--- src/rtl/ddr3_pkg.sv ---
// Shared definitions for the DDR3 device-side responder.
// Holds the {RAS,CAS,WE} command encodings, the protocol-violation codes
// reported on err_code, and the per-bank open/closed state type.
package ddr3_pkg;

  localparam int NUM_BANKS = 8;

  // Command encodings as seen on {RAS,CAS,WE} while CS is low
  typedef enum logic [2:0] {
    CMD_MRS = 3'b000,
    CMD_REF = 3'b001,
    CMD_PRE = 3'b010,
    CMD_ACT = 3'b011,
    CMD_WR  = 3'b100,
    CMD_RD  = 3'b101,
    CMD_ZQ  = 3'b110,
    CMD_NOP = 3'b111
  } cmd_e;

  // Protocol violation codes, numbered by reporting priority (lowest wins)
  localparam logic [2:0] ERR_NONE      = 3'd0;
  localparam logic [2:0] ERR_ACT_OPEN  = 3'd1;
  localparam logic [2:0] ERR_RW_CLOSED = 3'd2;
  localparam logic [2:0] ERR_RW_TRCD   = 3'd3;
  localparam logic [2:0] ERR_ACT_TRP   = 3'd4;
  localparam logic [2:0] ERR_REF_BUSY  = 3'd5;
  localparam logic [2:0] ERR_IN_TRFC   = 3'd6;

  typedef enum logic {
    BANK_CLOSED = 1'b0,
    BANK_OPEN   = 1'b1
  } bank_state_e;

  function automatic int max_int(input int a, input int b);
    return (a > b) ? a : b;
  endfunction

endpackage

--- src/rtl/ddr3_bank_tracker.sv ---
// Per-bank state for the DDR3 responder: open/closed, latched row and a
// single countdown timer shared by tRCD (after ACT) and tRP (after PRE).
// The two never overlap because tRCD only matters while the bank is open
// and tRP only while it is closed.
//
// Ports:
//   CLK, RESET_n - clock, asynchronous active-low reset
//   act_en       - accepted ACT to this bank (opens it, latches act_row)
//   close_en     - accepted PRE / auto-precharge covering this bank
//   act_row      - row address presented with ACT
//   is_open      - bank currently open
//   open_row     - row latched by the last ACT
//   timer_done   - no tRCD/tRP wait pending
//   act_legal    - ACT would be accepted (closed and tRP satisfied)
//   rw_legal     - RD/WR would be accepted (open and tRCD satisfied)
module ddr3_bank_tracker
  import ddr3_pkg::*;
#(
  parameter int T_RCD = 3,
  parameter int T_RP  = 3,
  parameter int ROW_W = 2,
  parameter int TMR_W = 2
) (
  input  logic             CLK,
  input  logic             RESET_n,
  input  logic             act_en,
  input  logic             close_en,
  input  logic [ROW_W-1:0] act_row,
  output logic             is_open,
  output logic [ROW_W-1:0] open_row,
  output logic             timer_done,
  output logic             act_legal,
  output logic             rw_legal
);

  // The timer is loaded with (T-1) at the command edge so that it reads
  // zero exactly T edges later, which is when the follow-up becomes legal.
  localparam logic [TMR_W-1:0] LOAD_RCD = TMR_W'(T_RCD - 1);
  localparam logic [TMR_W-1:0] LOAD_RP  = TMR_W'(T_RP - 1);

  bank_state_e      state_q, state_d;
  logic [ROW_W-1:0] row_q, row_d;
  logic [TMR_W-1:0] timer_q, timer_d;

  always_ff @(posedge CLK or negedge RESET_n) begin
    if (!RESET_n) begin
      state_q <= BANK_CLOSED;
      row_q   <= '0;
      timer_q <= '0;
    end else begin
      state_q <= state_d;
      row_q   <= row_d;
      timer_q <= timer_d;
    end
  end

  // Closing an already-closed bank leaves its timer untouched.
  always_comb begin
    state_d = state_q;
    row_d   = row_q;
    timer_d = (timer_q != '0) ? timer_q - 1'b1 : timer_q;
    if (act_en) begin
      state_d = BANK_OPEN;
      row_d   = act_row;
      timer_d = LOAD_RCD;
    end else if (close_en && (state_q == BANK_OPEN)) begin
      state_d = BANK_CLOSED;
      timer_d = LOAD_RP;
    end
  end

  assign is_open    = (state_q == BANK_OPEN);
  assign open_row   = row_q;
  assign timer_done = (timer_q == '0);
  assign act_legal  = !is_open && timer_done;
  assign rw_legal   = is_open && timer_done;

endmodule

--- src/rtl/ddr3_cmd_responder.sv ---
// Cycle-based DDR3 device-side responder. Decodes the command bus every
// clock, tracks 8 banks, enforces tRCD/tRP/tRFC, stores single-beat write
// data and returns read data CL cycles after RD. Violations pulse err and
// latch err_code; an erroring command changes no state.
//
// Ports:
//   CLK, RESET_n      - clock, asynchronous active-low reset
//   CS,RAS,CAS,WE     - active-low command pins
//   Addr_in, BA_in    - row/column address (A10 = auto-pre / all banks), bank
//   LDM, UDM, DQ_in   - write byte masks (1 = masked) and write data
//   DQ_out, DQ_valid  - read data and its valid flag
//   LDQS, UDQS        - strobes, high exactly when DQ_valid
//   bank_open         - per-bank open flags
//   err, err_code     - violation pulse and last violation code
module ddr3_cmd_responder
  import ddr3_pkg::*;
#(
  parameter int CL    = 5,
  parameter int WL    = 4,
  parameter int T_RCD = 3,
  parameter int T_RP  = 3,
  parameter int T_RFC = 10,
  parameter int ROW_W = 2,
  parameter int COL_W = 3
) (
  input  logic        CLK,
  input  logic        RESET_n,
  input  logic        CS,
  input  logic        RAS,
  input  logic        CAS,
  input  logic        WE,
  input  logic [14:0] Addr_in,
  input  logic [2:0]  BA_in,
  input  logic        LDM,
  input  logic        UDM,
  input  logic [15:0] DQ_in,
  output logic [15:0] DQ_out,
  output logic        DQ_valid,
  output logic        LDQS,
  output logic        UDQS,
  output logic [7:0]  bank_open,
  output logic        err,
  output logic [2:0]  err_code
);

  localparam int IDX_W = 3 + ROW_W + COL_W;
  localparam int TMR_W = $clog2(max_int(T_RCD, T_RP) + 1);
  localparam int RFC_W = $clog2(T_RFC + 1);
  localparam logic [RFC_W-1:0] LOAD_RFC = RFC_W'(T_RFC - 1);

  cmd_e                 cmd;
  logic                 a10;
  logic [IDX_W-1:0]     cmd_idx;
  logic [ROW_W-1:0]     bank_row [NUM_BANKS];
  logic [NUM_BANKS-1:0] timer_done;
  logic [NUM_BANKS-1:0] act_legal;
  logic [NUM_BANKS-1:0] rw_legal;
  logic [NUM_BANKS-1:0] act_en;
  logic [NUM_BANKS-1:0] close_en;
  logic                 err_hit;
  logic [2:0]           err_val;
  logic                 rd_push;
  logic                 wr_push;
  logic                 ref_go;
  logic [RFC_W-1:0]     rfc_timer;
  logic                 rfc_busy;
  logic                 rd_vld [CL];
  logic [IDX_W-1:0]     rd_idx [CL];
  logic                 wr_vld [WL];
  logic [IDX_W-1:0]     wr_idx [WL];
  logic [15:0]          mem [2**IDX_W];
  logic                 unused_addr_bits;

  assign cmd     = CS ? CMD_NOP : cmd_e'({RAS, CAS, WE});
  assign a10     = Addr_in[10];
  assign cmd_idx = {BA_in, bank_row[BA_in], Addr_in[COL_W-1:0]};
  assign rfc_busy = (rfc_timer != '0);
  assign unused_addr_bits = ^{Addr_in[14:11], Addr_in[9:COL_W]};

  genvar b;
  generate
    for (b = 0; b < NUM_BANKS; b++) begin : g_bank
      ddr3_bank_tracker #(
        .T_RCD (T_RCD),
        .T_RP  (T_RP),
        .ROW_W (ROW_W),
        .TMR_W (TMR_W)
      ) u_tracker (
        .CLK        (CLK),
        .RESET_n    (RESET_n),
        .act_en     (act_en[b]),
        .close_en   (close_en[b]),
        .act_row    (Addr_in[ROW_W-1:0]),
        .is_open    (bank_open[b]),
        .open_row   (bank_row[b]),
        .timer_done (timer_done[b]),
        .act_legal  (act_legal[b]),
        .rw_legal   (rw_legal[b])
      );
    end
  endgenerate

  // Legality check. Within each command the checks run in ascending code
  // order, so the first hit is the lowest-numbered applicable violation.
  always_comb begin
    err_hit = 1'b0;
    err_val = ERR_NONE;
    case (cmd)
      CMD_ACT: begin
        if (!act_legal[BA_in]) begin
          err_hit = 1'b1;
          err_val = bank_open[BA_in] ? ERR_ACT_OPEN : ERR_ACT_TRP;
        end else if (rfc_busy) begin
          err_hit = 1'b1;
          err_val = ERR_IN_TRFC;
        end
      end
      CMD_RD, CMD_WR: begin
        if (!rw_legal[BA_in]) begin
          err_hit = 1'b1;
          err_val = bank_open[BA_in] ? ERR_RW_TRCD : ERR_RW_CLOSED;
        end else if (rfc_busy) begin
          err_hit = 1'b1;
          err_val = ERR_IN_TRFC;
        end
      end
      CMD_REF: begin
        if ((|bank_open) || !(&timer_done)) begin
          err_hit = 1'b1;
          err_val = ERR_REF_BUSY;
        end else if (rfc_busy) begin
          err_hit = 1'b1;
          err_val = ERR_IN_TRFC;
        end
      end
      CMD_PRE, CMD_MRS, CMD_ZQ: begin
        if (rfc_busy) begin
          err_hit = 1'b1;
          err_val = ERR_IN_TRFC;
        end
      end
      default: ;
    endcase
  end

  // Effects of an accepted command; a rejected one produces none.
  always_comb begin
    act_en   = '0;
    close_en = '0;
    rd_push  = 1'b0;
    wr_push  = 1'b0;
    ref_go   = 1'b0;
    if (!err_hit) begin
      case (cmd)
        CMD_ACT: act_en[BA_in] = 1'b1;
        CMD_RD: begin
          rd_push = 1'b1;
          if (a10) close_en[BA_in] = 1'b1;
        end
        CMD_WR: begin
          wr_push = 1'b1;
          if (a10) close_en[BA_in] = 1'b1;
        end
        CMD_PRE: begin
          if (a10) close_en = '1;
          else     close_en[BA_in] = 1'b1;
        end
        CMD_REF: ref_go = 1'b1;
        default: ;
      endcase
    end
  end

  // Global refresh timer: zero means tRFC has elapsed.
  always_ff @(posedge CLK or negedge RESET_n) begin
    if (!RESET_n) begin
      rfc_timer <= '0;
    end else if (ref_go) begin
      rfc_timer <= LOAD_RFC;
    end else if (rfc_busy) begin
      rfc_timer <= rfc_timer - 1'b1;
    end
  end

  // Read and write index pipelines. An entry pushed at edge t sits in
  // stage N-1 after edge t+N-1 and completes at edge t+N.
  always_ff @(posedge CLK or negedge RESET_n) begin
    if (!RESET_n) begin
      for (int i = 0; i < CL; i++) begin
        rd_vld[i] <= 1'b0;
        rd_idx[i] <= '0;
      end
      for (int i = 0; i < WL; i++) begin
        wr_vld[i] <= 1'b0;
        wr_idx[i] <= '0;
      end
    end else begin
      rd_vld[0] <= rd_push;
      rd_idx[0] <= cmd_idx;
      for (int i = 1; i < CL; i++) begin
        rd_vld[i] <= rd_vld[i-1];
        rd_idx[i] <= rd_idx[i-1];
      end
      wr_vld[0] <= wr_push;
      wr_idx[0] <= cmd_idx;
      for (int i = 1; i < WL; i++) begin
        wr_vld[i] <= wr_vld[i-1];
        wr_idx[i] <= wr_idx[i-1];
      end
    end
  end

  // Storage array, deliberately not reset. Byte lanes with their mask set
  // keep their old contents.
  always_ff @(posedge CLK) begin
    if (wr_vld[WL-1]) begin
      if (!LDM) mem[wr_idx[WL-1]][7:0]  <= DQ_in[7:0];
      if (!UDM) mem[wr_idx[WL-1]][15:8] <= DQ_in[15:8];
    end
  end

  // Read return. Reading mem with the same edge as a completing write
  // yields the pre-write value, which is the intended collision rule.
  always_ff @(posedge CLK or negedge RESET_n) begin
    if (!RESET_n) begin
      DQ_out   <= '0;
      DQ_valid <= 1'b0;
    end else begin
      DQ_valid <= rd_vld[CL-1];
      DQ_out   <= rd_vld[CL-1] ? mem[rd_idx[CL-1]] : 16'h0000;
    end
  end

  assign LDQS = DQ_valid;
  assign UDQS = DQ_valid;

  // Error pulse for one cycle; the code is held until the next violation.
  always_ff @(posedge CLK or negedge RESET_n) begin
    if (!RESET_n) begin
      err      <= 1'b0;
      err_code <= ERR_NONE;
    end else begin
      err <= err_hit;
      if (err_hit) err_code <= err_val;
    end
  end

endmodule

--- config.mk ---
export PLATFORM = sky130hd
export DESIGN_NAME = ddr3_cmd_responder
export DESIGN_NICKNAME = d
export VERILOG_FILES = /design/src/rtl/ddr3_pkg.sv /design/src/rtl/ddr3_bank_tracker.sv /design/src/rtl/ddr3_cmd_responder.sv
export SDC_FILE = /design/constraint.sdc
export NUM_CORES = 2
export LEC_CHECK = 0
export CAP_MARGIN = 0
export CORE_MARGIN = 2
export CORE_UTILIZATION = 45
export CTS_CLUSTER_DIAMETER = 80
export DETAILED_ROUTE_END_ITERATION = 8
export GPL_ROUTABILITY_DRIVEN = 0
export PLACE_DENSITY = 0.58
export SLEW_MARGIN = 20
export SYNTH_ARGS = -nofsm -noshare
export SYNTH_HDL_FRONTEND = slang
export SYNTH_SLANG_ARGS = --single-unit
--- constraint.sdc ---
create_clock -name CLK -period 3.2 [get_ports CLK]
set_clock_uncertainty 0.15 [all_clocks]
set_input_delay 0.64 -clock CLK [delete_from_list [all_inputs] [get_ports CLK]]
set_output_delay 0.64 -clock CLK [all_outputs]
set_load 0.01 [all_outputs]
==> metrics.txt <==
Remaining Overflow, GRT 0; CTS buffer count 422; status complete, but fails checks; EDFF count, synth 4,096; Async SR Flop Fraction 2.71%; num ports 73; Clk pin slew, worst setup/hold paths roughly 0.070 ns; crit path capture type flop; drt total wl 454,000 µm; Leak around 0.065 µW; Cell Chain, Critical Path buf_12 -> bufbuf_16 -> buf_4 -> mux4_2 -> mux2i_1 -> o221ai_1 -> nand4_1 -> o32ai_2; dpl ws -0.531 ns; Area contributors post-synth edfxtp_1, mux4_2, mux2i_1; Hold Vio Cnt, Final 0; fin nets 9,533; leading cell type in the layout, fill and taps excluded edfxtp_1; routed len/inst 31.0 µm; Vias per Instance just under 6; share of cells above drive strength 1 31.7%; DRC viols 0; startpoint class of the critical path flop; area leader, netlist edfxtp_1; failing checks setup timing; Worst Hold Depth 1; Synth Cell Area 0.164 mm²; number of H-tree levels 5; hold_ws slightly below 0.03 ns; syn_area_per_cell 20.5 µm²; CTS Buffer Depth 4; Required @ worst endpoint a little under 4 ns; die height 608 µm; total power 118,000 µW; RSZ-0062 raised after global routing yes; slew at the pin with the worst max-slew slack just under 1 ns; clock latency on the worst-skew pair 1.00 ns; antenna viol nets, final 0; Layout area overhead 19.6%; Yosys cell types 66; worst hold path class in2reg; Non-Filler Instances 14,600; Rows 221; share of the synthesized area in the top cell type 75.0%; Detailed Route Iter0 Violations around 9,400; Crit Path Max Fanout 11; pwr dens between 600 and 700 mW/mm²; FMAX 310 MHz; Pre-antenna DRT Iters 6; first-pass GRT wire length 644,000 µm; post-synthesis sequential element count approximately 4,200; vias in the first global route a little under 90,000; DP HPWL 296,000 µm; Final Setup Violations 1; Final Cycle Share 101%; yosys warns 0; largest net degree at the start of global routing 124; VDD IR max 492 µV; Top FF cell, synth edfxtp_1; CTS tree built; post-layout util 54.1%; initial core utilization between 40% and 50%; critical setup path kind reg2reg; Pins Over Slew Limit 0; crit path DAT about 3.9 ns; Vias 86,400; Slowest-stage cell, CP mux4_2; commonest cells after routing, fill and taps aside edfxtp_1, buf_4, mux4_2; IO Port Bufs 61; Setup WS post-layout -0.0216 ns; max-cap violation count 0; crit path time final roughly 3.2 ns; Worst slew margin 34.5%; Crit path max-delay family multiplexers; Worst Reg-to-Reg Cells 8; die width 608 µm; initial antenna violation count 26; CP bufs+invs 3; CTS sink count 4,210; Syn Nets ~8,100; overall global routing resource usage 24.2%; Die Area between 0.3 and 0.4 mm²; critical path's largest stage delay ~0.51 ns; Worst path depth 8; cells after synthesis 8,013; Root Driver clkbuf_16; Seq/Total Area, Yosys 76.8%; placed insts 13,800; CORE AREA approximately 0.36 mm²
-- final timing paths --
path                                                               to  slack [ns]                 from
setup / recovery                                  DQ_out[5]$_DFF_PN0_       -0.02  rd_idx[0]$_DFF_PN0_
max in group asynchronous  g_bank[2].u_tracker.timer_q[0]$_DFFE_PN0P_        1.96              RESET_n
min in group asynchronous                         DQ_out[8]$_DFF_PN0_        0.12              RESET_n
setup reg to reg                                  DQ_out[5]$_DFF_PN0_       -0.02  rd_idx[0]$_DFF_PN0_
hold / removal                                  mem[92][11]$_DFFE_PP_        0.03            DQ_in[11]
hold reg to reg                                   rd_vld[1]$_DFF_PN0_        0.20  rd_vld[2]$_DFF_PN0_
-- stage by stage --
step | area, µm² | setup TNS, ns
floorplan | 164000 | 0
global placement | 180000 | -9.89
detailed placement | 180000 | -9.49
CTS | 195000 | 0
global route | 196000 | -0.139
finish | 196000 | -0.0216
-- cell type report --
cell class                 count  area (µm²)
clock buffer                 535       11300
antenna                       11        27.5
fill                       27800      166000
inverter                      30         120
sequential                  4210      126000
timing repair buffer        1546       14600
tap                         4794        6000
clock inverter               247        2410
multi-input combinational   3272       35700
-- report_power, final --
part           total [µW]  internal (µW)  switching, µW
logic                8380           3290           5090
registers           60900          60700            236
clock network       49200          28300          20900
-- sequential cells by signal (all words and copies together) (netlist names) --
name,cells
rfc_timer,4
rd_idx,8
mem,4096
wr_idx,32
err_code,3
g_bank.u_tracker.timer_q,16
DQ_valid,1
g_bank.u_tracker.is_open,8
err,1
DQ_out,16
rd_vld,5
wr_vld,4
g_bank.u_tracker.open_row,16
-- cells by family (layout without fill, tap and decap cells) --
logic type      count (synthesis)  after routing  share of synthesized area [%]
other cells                     0             11                              0
mux                          1356           1356                           14.8
xor+xnor                        9              9                         0.0481
compound gates                822            822                           3.46
buf+inv                       531           2358                           2.01
fa+ha+maj                       9              9                         0.0687
flops                        4210           4210                           76.8
simple gates                 1076           1076                           2.87
-- synth_stat cells, drive strengths merged (10+ instances only) --
| library cell | number |
|---|---|
| edfxtp | 4096 |
| mux4 | 834 |
| nor2 | 591 |
| mux2i | 476 |
| buf | 311 |
| o221ai | 194 |
| clkbuf | 190 |
| nand2 | 174 |
| o22ai | 160 |
| a21oi | 143 |
| dfrtp | 114 |
| o21ai | 113 |
| nor3 | 105 |
| a22oi | 76 |
| nand3 | 60 |
| mux2 | 46 |
| inv | 30 |
| a211oi | 28 |
| nand4 | 24 |
| nor2b | 19 |
| and3 | 18 |
| a22o | 17 |
| o31ai | 16 |
| a31oi | 15 |
| nand2b | 13 |
| a221oi | 12 |
| nor4 | 12 |
| a2111oi | 10 |
-- routing by layer --
layer | vias to the layer above | GRT usage, % | part of all wire [%] | wire (µm)
met2 | 3465 | 40.0 | 49 | 222000
li1 | 36300 | - | - | -
met1 | 46000 | 33.6 | 40 | 183000
met3 | 659 | 3.37 | 7.6 | 34300
met5 | - | 0 | 0.0075 | 34
met4 | 6 | 7.44 | 3.2 | 14600
-- timing repair --
item | CTS | global route
gates resized for setup | 132 | 102
cloned | 7 | 5
setup buffers | 19 | 25
hold buffers | 7 | 0
hold endpoints to repair | 153 | 0
pin swaps | 17 | 37
setup endpoints to repair | 19 | 44
(Power assumes the default switching activity.)
